File: src/rtl/fir_mac_seq_if.sv
`default_nettype none
// ----------------------------------------------------------------------------
// Module : fir_mac_seq_if
// Sample handshake, coefficient write port and result bundle for fir_mac_seq.
// Rev    : 1.0
// ----------------------------------------------------------------------------
interface fir_mac_seq_if #(
  parameter int DW = 16,
  parameter int CW = 16,
  parameter int OW = 32,
  parameter int AW = 5
);
  logic                 in_valid;
  logic                 in_ready;
  logic signed [DW-1:0] f_in;
  logic                 coef_we;
  logic [AW-1:0]        coef_addr;
  logic signed [CW-1:0] coef_data;
  logic                 out_valid;
  logic signed [OW-1:0] f_out;
  logic                 busy;

  modport master (
    output in_valid, f_in, coef_we, coef_addr, coef_data,
    input  in_ready, out_valid, f_out, busy
  );

  modport slave (
    input  in_valid, f_in, coef_we, coef_addr, coef_data,
    output in_ready, out_valid, f_out, busy
  );
endinterface
`default_nettype wire

File: src/rtl/fir_mac_seq.sv
`default_nettype none
// ----------------------------------------------------------------------------
// Module : fir_mac_seq
// Time-multiplexed FIR on one MAC; runtime coefficients, rounded/saturated out.
// Rev    : 1.0
// ----------------------------------------------------------------------------
module fir_mac_seq #(
  parameter int DW    = 16,
  parameter int CW    = 16,
  parameter int TAPS  = 32,
  parameter int OW    = 32,
  parameter int SHIFT = 0
) (
  input  wire logic    clk,
  input  wire logic    rst,
  fir_mac_seq_if.slave bus
);
  localparam int AW   = $clog2(TAPS);
  localparam int PW   = DW + CW;
  localparam int ACCW = DW + CW + AW;
  localparam int WW   = ((ACCW + 1 > OW) ? ACCW + 1 : OW) + 1;
  localparam logic [AW-1:0]        c_last     = AW'(TAPS - 1);
  localparam logic [AW-1:0]        c_taps_mod = AW'(TAPS);
  localparam logic signed [WW-1:0] c_out_max  = (WW'(1) <<< (OW - 1)) - WW'(1);
  localparam logic signed [WW-1:0] c_out_min  = -(WW'(1) <<< (OW - 1));

  typedef enum logic [1:0] {
    S_IDLE = 2'd0,
    S_MAC  = 2'd1,
    S_OUT  = 2'd2
  } state_t;

  state_t                 state_q, state_d;
  logic [AW-1:0]          wr_ptr_q, wr_ptr_d;
  logic [AW-1:0]          k_q, k_d;
  logic signed [ACCW-1:0] acc_q, acc_d;
  logic signed [DW-1:0]   dline_q [TAPS];
  logic signed [DW-1:0]   dline_d [TAPS];
  logic signed [CW-1:0]   coef_q  [TAPS];
  logic signed [CW-1:0]   coef_d  [TAPS];
  logic signed [OW-1:0]   f_out_q, f_out_d;
  logic                   out_valid_q, out_valid_d;
  logic                   in_ready_q, in_ready_d;
  logic                   busy_q, busy_d;

  logic [AW-1:0]          w_rd_idx;
  logic signed [PW-1:0]   w_x_ext, w_c_ext, w_prod;
  logic signed [ACCW:0]   w_acc_ext, w_rounded;
  logic signed [WW-1:0]   w_wide;
  logic signed [OW-1:0]   w_sat;

  // Modular subtraction; for power-of-two TAPS the wrap term is zero.
  assign w_rd_idx  = wr_ptr_q - k_q + ((wr_ptr_q >= k_q) ? '0 : c_taps_mod);
  assign w_x_ext   = {{CW{dline_q[w_rd_idx][DW-1]}}, dline_q[w_rd_idx]};
  assign w_c_ext   = {{DW{coef_q[k_q][CW-1]}}, coef_q[k_q]};
  assign w_prod    = w_x_ext * w_c_ext;
  assign w_acc_ext = {acc_q[ACCW-1], acc_q};

  generate
    if (SHIFT > 0) begin : g_round
      localparam logic signed [ACCW:0] c_half = (ACCW + 1)'(1) <<< (SHIFT - 1);
      assign w_rounded = (w_acc_ext + c_half) >>> SHIFT;
    end else begin : g_no_round
      assign w_rounded = w_acc_ext;
    end
  endgenerate

  assign w_wide = {{(WW - ACCW - 1){w_rounded[ACCW]}}, w_rounded};
  assign w_sat  = (w_wide > c_out_max) ? c_out_max[OW-1:0] :
                  (w_wide < c_out_min) ? c_out_min[OW-1:0] : w_wide[OW-1:0];

  always_comb begin
    state_d     = state_q;
    wr_ptr_d    = wr_ptr_q;
    k_d         = k_q;
    acc_d       = acc_q;
    dline_d     = dline_q;
    coef_d      = coef_q;
    f_out_d     = f_out_q;
    out_valid_d = 1'b0;
    case (state_q)
      S_IDLE: begin
        if (bus.coef_we) coef_d[bus.coef_addr] = bus.coef_data;
        if (bus.in_valid) begin
          dline_d[wr_ptr_q] = bus.f_in;
          acc_d             = '0;
          k_d               = '0;
          state_d           = S_MAC;
        end
      end
      S_MAC: begin
        acc_d = acc_q + {{(ACCW - PW){w_prod[PW-1]}}, w_prod};
        if (k_q == c_last) state_d = S_OUT;
        else               k_d     = k_q + AW'(1);
      end
      S_OUT: begin
        f_out_d     = w_sat;
        out_valid_d = 1'b1;
        wr_ptr_d    = (wr_ptr_q == c_last) ? '0 : wr_ptr_q + AW'(1);
        state_d     = S_IDLE;
      end
      default: state_d = S_IDLE;
    endcase
    in_ready_d = (state_d == S_IDLE);
    busy_d     = (state_d == S_MAC);
  end

  always_ff @(posedge clk or negedge rst) begin
    if (!rst) begin
      state_q     <= S_IDLE;
      wr_ptr_q    <= '0;
      k_q         <= '0;
      acc_q       <= '0;
      f_out_q     <= '0;
      out_valid_q <= 1'b0;
      in_ready_q  <= 1'b1;
      busy_q      <= 1'b0;
      for (int i = 0; i < TAPS; i++) begin
        dline_q[i] <= '0;
        coef_q[i]  <= '0;
      end
    end else begin
      state_q     <= state_d;
      wr_ptr_q    <= wr_ptr_d;
      k_q         <= k_d;
      acc_q       <= acc_d;
      f_out_q     <= f_out_d;
      out_valid_q <= out_valid_d;
      in_ready_q  <= in_ready_d;
      busy_q      <= busy_d;
      dline_q     <= dline_d;
      coef_q      <= coef_d;
    end
  end

  assign bus.in_ready  = in_ready_q;
  assign bus.out_valid = out_valid_q;
  assign bus.f_out     = f_out_q;
  assign bus.busy      = busy_q;
endmodule
`default_nettype wire

File: src/flat_wrapper.sv
// flat-port wrapper written by rule: the top's interface ports become plain ports
module fir_mac_seq_flat 
#(
  parameter int DW    = 16,
  parameter int CW    = 16,
  parameter int TAPS  = 32,
  parameter int OW    = 32,
  parameter int SHIFT = 0
)
  (clk, rst, bus_in_valid, bus_f_in, bus_coef_we, bus_coef_addr, bus_coef_data, bus_in_ready, bus_out_valid, bus_f_out, bus_busy);
  fir_mac_seq_if #(.DW(DW), .CW(CW), .OW(OW)) bus_i ();
  input  wire logic clk;
  input  wire logic rst;
  input wire logic [$bits(bus_i.in_valid)-1:0] bus_in_valid;
  input wire logic [$bits(bus_i.f_in)-1:0] bus_f_in;
  input wire logic [$bits(bus_i.coef_we)-1:0] bus_coef_we;
  input wire logic [$bits(bus_i.coef_addr)-1:0] bus_coef_addr;
  input wire logic [$bits(bus_i.coef_data)-1:0] bus_coef_data;
  output wire logic [$bits(bus_i.in_ready)-1:0] bus_in_ready;
  output wire logic [$bits(bus_i.out_valid)-1:0] bus_out_valid;
  output wire logic [$bits(bus_i.f_out)-1:0] bus_f_out;
  output wire logic [$bits(bus_i.busy)-1:0] bus_busy;
  assign bus_i.in_valid = bus_in_valid;
  assign bus_i.f_in = bus_f_in;
  assign bus_i.coef_we = bus_coef_we;
  assign bus_i.coef_addr = bus_coef_addr;
  assign bus_i.coef_data = bus_coef_data;
  assign bus_in_ready = bus_i.in_ready;
  assign bus_out_valid = bus_i.out_valid;
  assign bus_f_out = bus_i.f_out;
  assign bus_busy = bus_i.busy;
  fir_mac_seq #(.DW(DW), .CW(CW), .TAPS(TAPS), .OW(OW), .SHIFT(SHIFT)) u_core (.clk(clk), .rst(rst), .bus(bus_i));
endmodule
File: config.mk
export PLATFORM = sky130hd
export DESIGN_NAME = fir_mac_seq_flat
export DESIGN_NICKNAME = d
export VERILOG_FILES = /design/src/rtl/fir_mac_seq_if.sv /design/src/rtl/fir_mac_seq.sv /design/src/flat_wrapper.sv
export SDC_FILE = /design/constraint.sdc
export NUM_CORES = 2
export LEC_CHECK = 0
export ABC_CLOCK_PERIOD_IN_PS = 16400
export BUFFER_PORTS_ARGS = -buffer_cell sky130_fd_sc_hd__buf_2
export CORE_MARGIN = 1.5
export CORE_UTILIZATION = 69
export CTS_BUF_LIST = sky130_fd_sc_hd__clkbuf_16
export DETAILED_ROUTE_END_ITERATION = 8
export HOLD_SLACK_MARGIN = 0.1
export MAX_ROUTING_LAYER = met4
export PLACE_DENSITY_LB_ADDON = 0.05
export SYNTH_ARGS = -nofsm -noshare
export SYNTH_HDL_FRONTEND = slang
export SYNTH_SLANG_ARGS = --single-unit
File: constraint.sdc
create_clock -name clk -period 16.4 [get_ports clk]
set_input_delay 2.46 -clock clk [delete_from_list [all_inputs] [get_ports clk]]
set_output_delay 2.46 -clock clk [all_outputs]
set_load 0.02 [all_outputs]
Word level (Yosys, flattened, before mapping)
Index checks and enable logic that the tools add are counted.
{ "totals": {"reg_bits": 1108, "output_inout_bits": 35, "wordCells": 129} }
{ "classes": {"add_sub_neg": 4, "multipliers": 1, "magnitude_cmp": 8, "n_eq_ne": 7, "mux": 24, "bitwise_logic": 4, "n_reduce_logical": 9} }
{ "op_table": {"columns": ["operator", "count"], "rows": [
  ["$bwmux 512", 2],
  ["$bmux 16 s5", 2],
  ["$demux 16 s5", 2],
  ["$mux 16", 6],
  ["$pmux 37 s2", 1],
  ["$mux 32", 2],
  ["$add 37x37->37", 1],
  ["$gt 37x32->1 const B", 1],
  ["$lt 37x32->1 const B", 1],
  ["$mux 37", 1],
  ["$mul 16x16->32", 1],
  ["$ge 6x6->1 const B", 4],
  ["$not 5->6", 4],
  ["$mux 5", 3],
  ["$lt 6x1->1 const B", 2],
  ["$add 5x1->5 const B", 2],
  ["$eq 5x5->1 const B", 2],
  ["$pmux 5 s2", 1],
  ["$reduce_and 2->1", 3],
  ["$sub 5x5->5", 1],
  ["$eq 2x1->1 const B", 2],
  ["$logic_not 2->1", 2],
  ["$mux 2", 2],
  ["$ne 2x2->1 const B", 2],
  ["other kinds (6)", 7]
]} }

Depth between registers and ports, before layout
{ "depth": {"word_depth": 8, "depth_mapped": 47, "mapped_depth_nobuf": 44} }

Worst setup path before layout
OpenSTA, ideal clock, no wires.
{ "synth_path": {"kind": "reg-to-reg", "start": "register u_core.k_q[1]", "end": "register u_core.acc_q[36]", "setup_time_ps": 79, "arrival_time_ps": 10165, "t_required_ps": 16321, "setup_slack_ps": 6155, "path_stages_with_launch": 44, "n_path_buf": 3, "period_less_slack_ps": 10245, "path_cell_list": "dfrtp_1 -> buf_1 -> buf_1 -> inv_1 -> ha_1 -> nor2b_1 -> o21ai_0 -> nand2b_1 -> xnor2_2 -> buf_4 -> mux4_2 -> mux2_2 -> inv_1 -> nor2_1 -> fa_1 -> inv_1 -> fa_1 -> fa_1 -> (+8 left out) -> a21o_2 -> a21o_1 -> or3_2 -> o2111ai_1 -> and4b_1 -> o21ai_0 -> a21oi_1 -> xnor2_1 -> ha_1 -> and3_1 -> nand4_1 -> a211oi_1 -> nor2_1 -> a21boi_0 -> a31oi_1 -> xnor2_1 -> o21ba_1 -> mux2i_1"} }
{ "synth_via": {"elab_chain_cells": 8, "word_cells_on_any_way": 12} }
{ "synth_rtl": {"columns": ["item", "line_no", "rtl"], "rows": [
  ["from (decl)", "fir_mac_seq.sv:35", "logic [AW-1:0] k_q, k_d;"],
  ["from (signal assigned)", "fir_mac_seq.sv:125", "k_q <= k_d;"],
  ["$sub 5x5->5", "fir_mac_seq.sv:53", "assign w_rd_idx = wr_ptr_q - k_q + ((wr_ptr_q >= k_q) ? '0 : c_taps_mod);"],
  ["$not 5->6 (implied by the code)", "fir_mac_seq.sv:54", "assign w_x_ext = {{CW{dline_q[w_rd_idx][DW-1]}}, dline_q[w_rd_idx]};"],
  ["$bmux 16 s5", "fir_mac_seq.sv:54", null],
  ["$mux 16 (implied by the code) (2 in series)", "fir_mac_seq.sv:54", null],
  ["$mul 16x16->32 (*)", "fir_mac_seq.sv:56", "assign w_prod = w_x_ext * w_c_ext;"],
  ["$add 37x37->37 (*)", "fir_mac_seq.sv:92", "acc_d = acc_q + {{(ACCW - PW){w_prod[PW-1]}}, w_prod};"],
  ["$pmux 37 s2 (*)", "fir_mac_seq.sv:81", "case (state_q)"],
  ["to (signal assigned)", "fir_mac_seq.sv:113", "acc_q <= '0;"],
  ["to (signal assigned)", "fir_mac_seq.sv:126", "acc_q <= acc_d;"],
  ["to (decl)", "fir_mac_seq.sv:36", "logic signed [ACCW-1:0] acc_q, acc_d;"]
]} }
Mark *: on every way between the ends. The rest lies on a longest branch, timed or not. The select of a mux whose other input is x is not followed.
A chain may end at the register's enable or synchronous reset.

Final worst setup path
{ "layout_path": {"start": "register u_core.k_q[0]", "end": "register u_core.acc_q[36]"} }
Same word-level chain as after synthesis.

==> run summary <==
The number of hold-slack violations in the final timing report is 0. Across the whole layout, storage elements account for 27700 um2. For this block, the routed nets add up to 147 mm of wire. The number of antenna violations at the first check in global routing came out at 6. The net count of the finished layout came out at 4956. The clock tree synthesis step divided the H-tree into 3 levels. The shortest clock period the worst path allows after layout is 12.10 ns. The worst setup path is captured at a flop. The slowest stage of the critical path is the sky130_fd_sc_hd__fa_4 cell. The core area came out at 88200 um2. The overall overflow remaining after global route is 0. Adding up every negative setup slack in the final design gives 0 ns. The worst hold path belongs to the class reg2reg. The total routing usage reported by global routing is 0.346. The net count after synthesis is roughly 5000. The total clock sinks is between 1000 and 1500. The number of distinct library cells after synthesis is 74. Summed over all instances, the cell type with the most area after synthesis is sky130_fd_sc_hd__dfrtp_1.

The peak per-stage delay on the critical path is 1.22 ns. The instance count after placement with tap cells included came out at 5571. During placement, the flow inserted port buffers numbering 75.

The number of setup buffers added after CTS is 0. After detailed routing, the number of vias per cell comes to 6.40. STA classifies the critical path startpoint as a flop. The slew of the pin with the lowest slew margin came out at 1.26 ns. In the final routed layout, each cell accounts on average for between 20 and 30 um. The total CTS buffers came out at 112. The HPWL after detailed placement is between 90 and 100 mm. In this design, the critical path's most frequently occurring cell is sky130_fd_sc_hd__fa_1. The worst-case IR drop observed on VDD is 0.178 mV. The maximum number of pins on one net before global-route repair is 157. The reported leakage power is 32.7 nW. The first global-routing pass estimated ~230 mm of wire. The root buffer selected by CTS is sky130_fd_sc_hd__clkbuf_16.

The maximum buffer depth of the clock tree is 3. The synthesized cell area is 61300 um2. The required arrival time at the worst endpoint is 17.02 ns. The tool flagged a number of max-cap violations equal to 0.

The post-synthesis sequential element count is 1108. The flow ran to the end, and the final reports show no timing, DRC or antenna violations. Of the cells placed in the final design, the portion with a size suffix greater than 1 is 0.377.

The first-iteration detailed-routing DRC count is 2952. After clock tree synthesis, the repair step resized 0 gates. In the routed design, unresolved DRC markers number 0. Ranked by instance count, the synthesized netlist is headed by sky130_fd_sc_hd__dfrtp_1 (1107), sky130_fd_sc_hd__mux2_2 (1037), sky130_fd_sc_hd__inv_1 (332). Of the post-synthesis cell area, the dominant cell type holds 0.452.

Headroom to the max-slew limit came out at 0.159. The highest net fanout along the worst path came out at 48. Among all flip-flop cells after synthesis, the most frequent one is sky130_fd_sc_hd__dfrtp_1. Counting flops with a built-in enable in the synthesized netlist gives 0.

The detail route stage leaves a number of antenna-violating nets equal to 0. The mean cell area of the mapped netlist came out at roughly 13 um2. The power per cell area is 151 nW/um2. The post-synthesis sequential area ratio came out at 0.452.

The detailed router placed 37015 vias in this run. The area growth from synthesis to layout came out at 8.11%. The first detailed-routing pass ran for 7 iterations.

The final cycle utilization of the critical path came out at 0.738. The number of non-filler instances in the completed layout came out at 5787. The hold buffer count at CTS came out at 0. The number of placement rows is ~110. The area occupied by multi-input gates is around 31000 um2. The gate count of the mapped netlist is 4541. The Yosys warning count came out at 0. The via count of the first global-routing pass came out at ~39000. The number of pins with negative max-slew slack in the final report is 0. The type of the worst setup path is reg2reg. TritonCTS built the clock tree. The data arrival time of the worst path came out at ~13 ns. Setup violations remaining at the end of the flow were counted as 0. Yosys instantiated no cell more often than sky130_fd_sc_hd__dfrtp_1. The share of synthesized flip-flops with an asynchronous set or reset is 1.00. The clock-pin slew reported for the worst setup and hold paths after clock tree synthesis is 0.06 ns. At the end of routability-driven placement, the weighted congestion stood at 0.953.

By area the synthesized netlist is led by sky130_fd_sc_hd__dfrtp_1 (45%), sky130_fd_sc_hd__mux2_2 (19%), sky130_fd_sc_hd__mux4_2 (11%), sky130_fd_sc_hd__fa_1 (8.7%), sky130_fd_sc_hd__ha_1 (2.7%). The total die area is between 90000 and 100000 um2. Setup repair after global routing left no endpoint under its margin. The final-layout fill cell count came out at 5669. The die outline height came out at about 300 um. The width of the die is 301 um. The total I/O pin count is 76. The clock network latency to the later pin of the worst-skew pair is 0.71 ns. The starting utilization of the core area is 0.695.

The highest achievable clock rate came out at 0.0826 GHz. For the final database, setup skew stands at 0.0235 ns.
final timing paths:
check                                                       from                               end  slack (ns)  cells past startpoint
worst max-delay path                   u_core.k_q[0]$_DFFE_PN0P_      u_core.acc_q[36]$_DFFE_PN0P_        4.30                     38
worst min-delay path            u_core.bus.f_out[28]$_DFFE_PN0P_  u_core.bus.f_out[28]$_DFFE_PN0P_        0.47                      2
worst max register to register         u_core.k_q[0]$_DFFE_PN0P_      u_core.acc_q[36]$_DFFE_PN0P_        4.30                     38
worst min register to register  u_core.bus.f_out[28]$_DFFE_PN0P_  u_core.bus.f_out[28]$_DFFE_PN0P_        0.47                      2
max in group asynchronous                                    rst   u_core.dline_q[330]$_DFFE_PN0P_       11.30                      4
min in group asynchronous                                    rst  u_core.bus.f_out[19]$_DFFE_PN0P_        1.83                      1
cell families after synthesis:
| group | count (synthesis) | synth area share |
|---|---|---|
| AO/OA/AOI/OAI | 279 | 0.0284 |
| XOR/XNOR | 74 | 0.0107 |
| adder cells (fa/ha/maj) | 395 | 0.113 |
| buffers and inverters | 633 | 0.0411 |
| flip-flops | 1108 | 0.452 |
| multiplexers | 1356 | 0.305 |
| AND/OR/NAND/NOR | 696 | 0.0491 |
stage by stage:
step	cell area, um2	util	worst slack (ns)	hold WS [ns]	power (W)
after floorplan	61300	-	6.16	0.474	0.00636
after CTS	66200	0.751	4.37	0.479	0.0100
final	66300	0.751	4.30	0.474	0.0100
after detailed placement	62700	0.711	4.40	0.465	0.00757
after global routing	66200	0.751	3.76	0.507	0.0106
after global placement	62700	0.711	4.55	0.455	0.00750
worst max-delay path, delay by kind of cell (launching register included):
family | cells | cell delay [ns]
buf+inv | 5 | 1.22
flops | 1 | 0.69
compound gates | 11 | 2.55
simple gates | 8 | 1.55
xor+xnor | 2 | 0.27
fa+ha+maj | 10 | 5.15
mux | 2 | 0.56
registers in the layout (all words and copies together) (netlist names):
| register | count |
|---|---|
| u_core.coef_q | 512 |
| u_core.dline_q | 512 |
| u_core.acc_q | 37 |
| u_core.bus.f_out | 32 |
| u_core.k_q | 5 |
| u_core.wr_ptr_q | 5 |
| u_core.state_q | 2 |
| u_core.bus.busy | 1 |
| u_core.bus.in_ready | 1 |
| u_core.bus.out_valid | 1 |
power by group:
group	internal [W]	leakage [nW]	switching (W)
Combinational	0.00171	15.6	0.00257
Clock	0.00138	1.83	0.00109
Sequential	0.00305	15.2	0.000210
Total	0.00614	32.7	0.00387
routing by layer:
layer | share of wire | global-route usage | vias to the layer above
met4 | 0.024 | 0.0949 | 0
li1 | - | - | 15873
met1 | 0.43 | 0.490 | 19775
met2 | 0.48 | 0.532 | 1128
met3 | 0.062 | 0.0532 | 239
met5 | 0 | - | -
cells in the final DEF, fill, tap and decap left out, types with 26 or more instances in the layout:
cell                        synthesis  final
sky130_fd_sc_hd__nor2_1           215    188
sky130_fd_sc_hd__buf_2             58     74
sky130_fd_sc_hd__o21ai_0           89     88
sky130_fd_sc_hd__buf_4             11     86
sky130_fd_sc_hd__nand2_1          302    302
sky130_fd_sc_hd__nand3_1           65     65
sky130_fd_sc_hd__fa_1             265    264
sky130_fd_sc_hd__a21oi_1           79     78
sky130_fd_sc_hd__mux2_2          1037   1037
sky130_fd_sc_hd__mux4_2           302    302
sky130_fd_sc_hd__nor2_2             0     27
sky130_fd_sc_hd__ha_1             130    129
sky130_fd_sc_hd__clkbuf_16          0    114
sky130_fd_sc_hd__clkinv_2           0     26
sky130_fd_sc_hd__xnor2_1           46     44
sky130_fd_sc_hd__dfrtp_1         1107   1104
sky130_fd_sc_hd__inv_1            332    359
area by class of cell:
cell class	instances	share of cell area
diodes	7	0.000264
clock buffers	114	0.0431
clock inverters	95	0.0103
inverters	336	0.0190
multi-input cells	2800	0.471
flip-flops and latches	1108	0.419
well taps	1165	0.0220
repair buffers	162	0.0159
(Power assumes the default switching activity.)
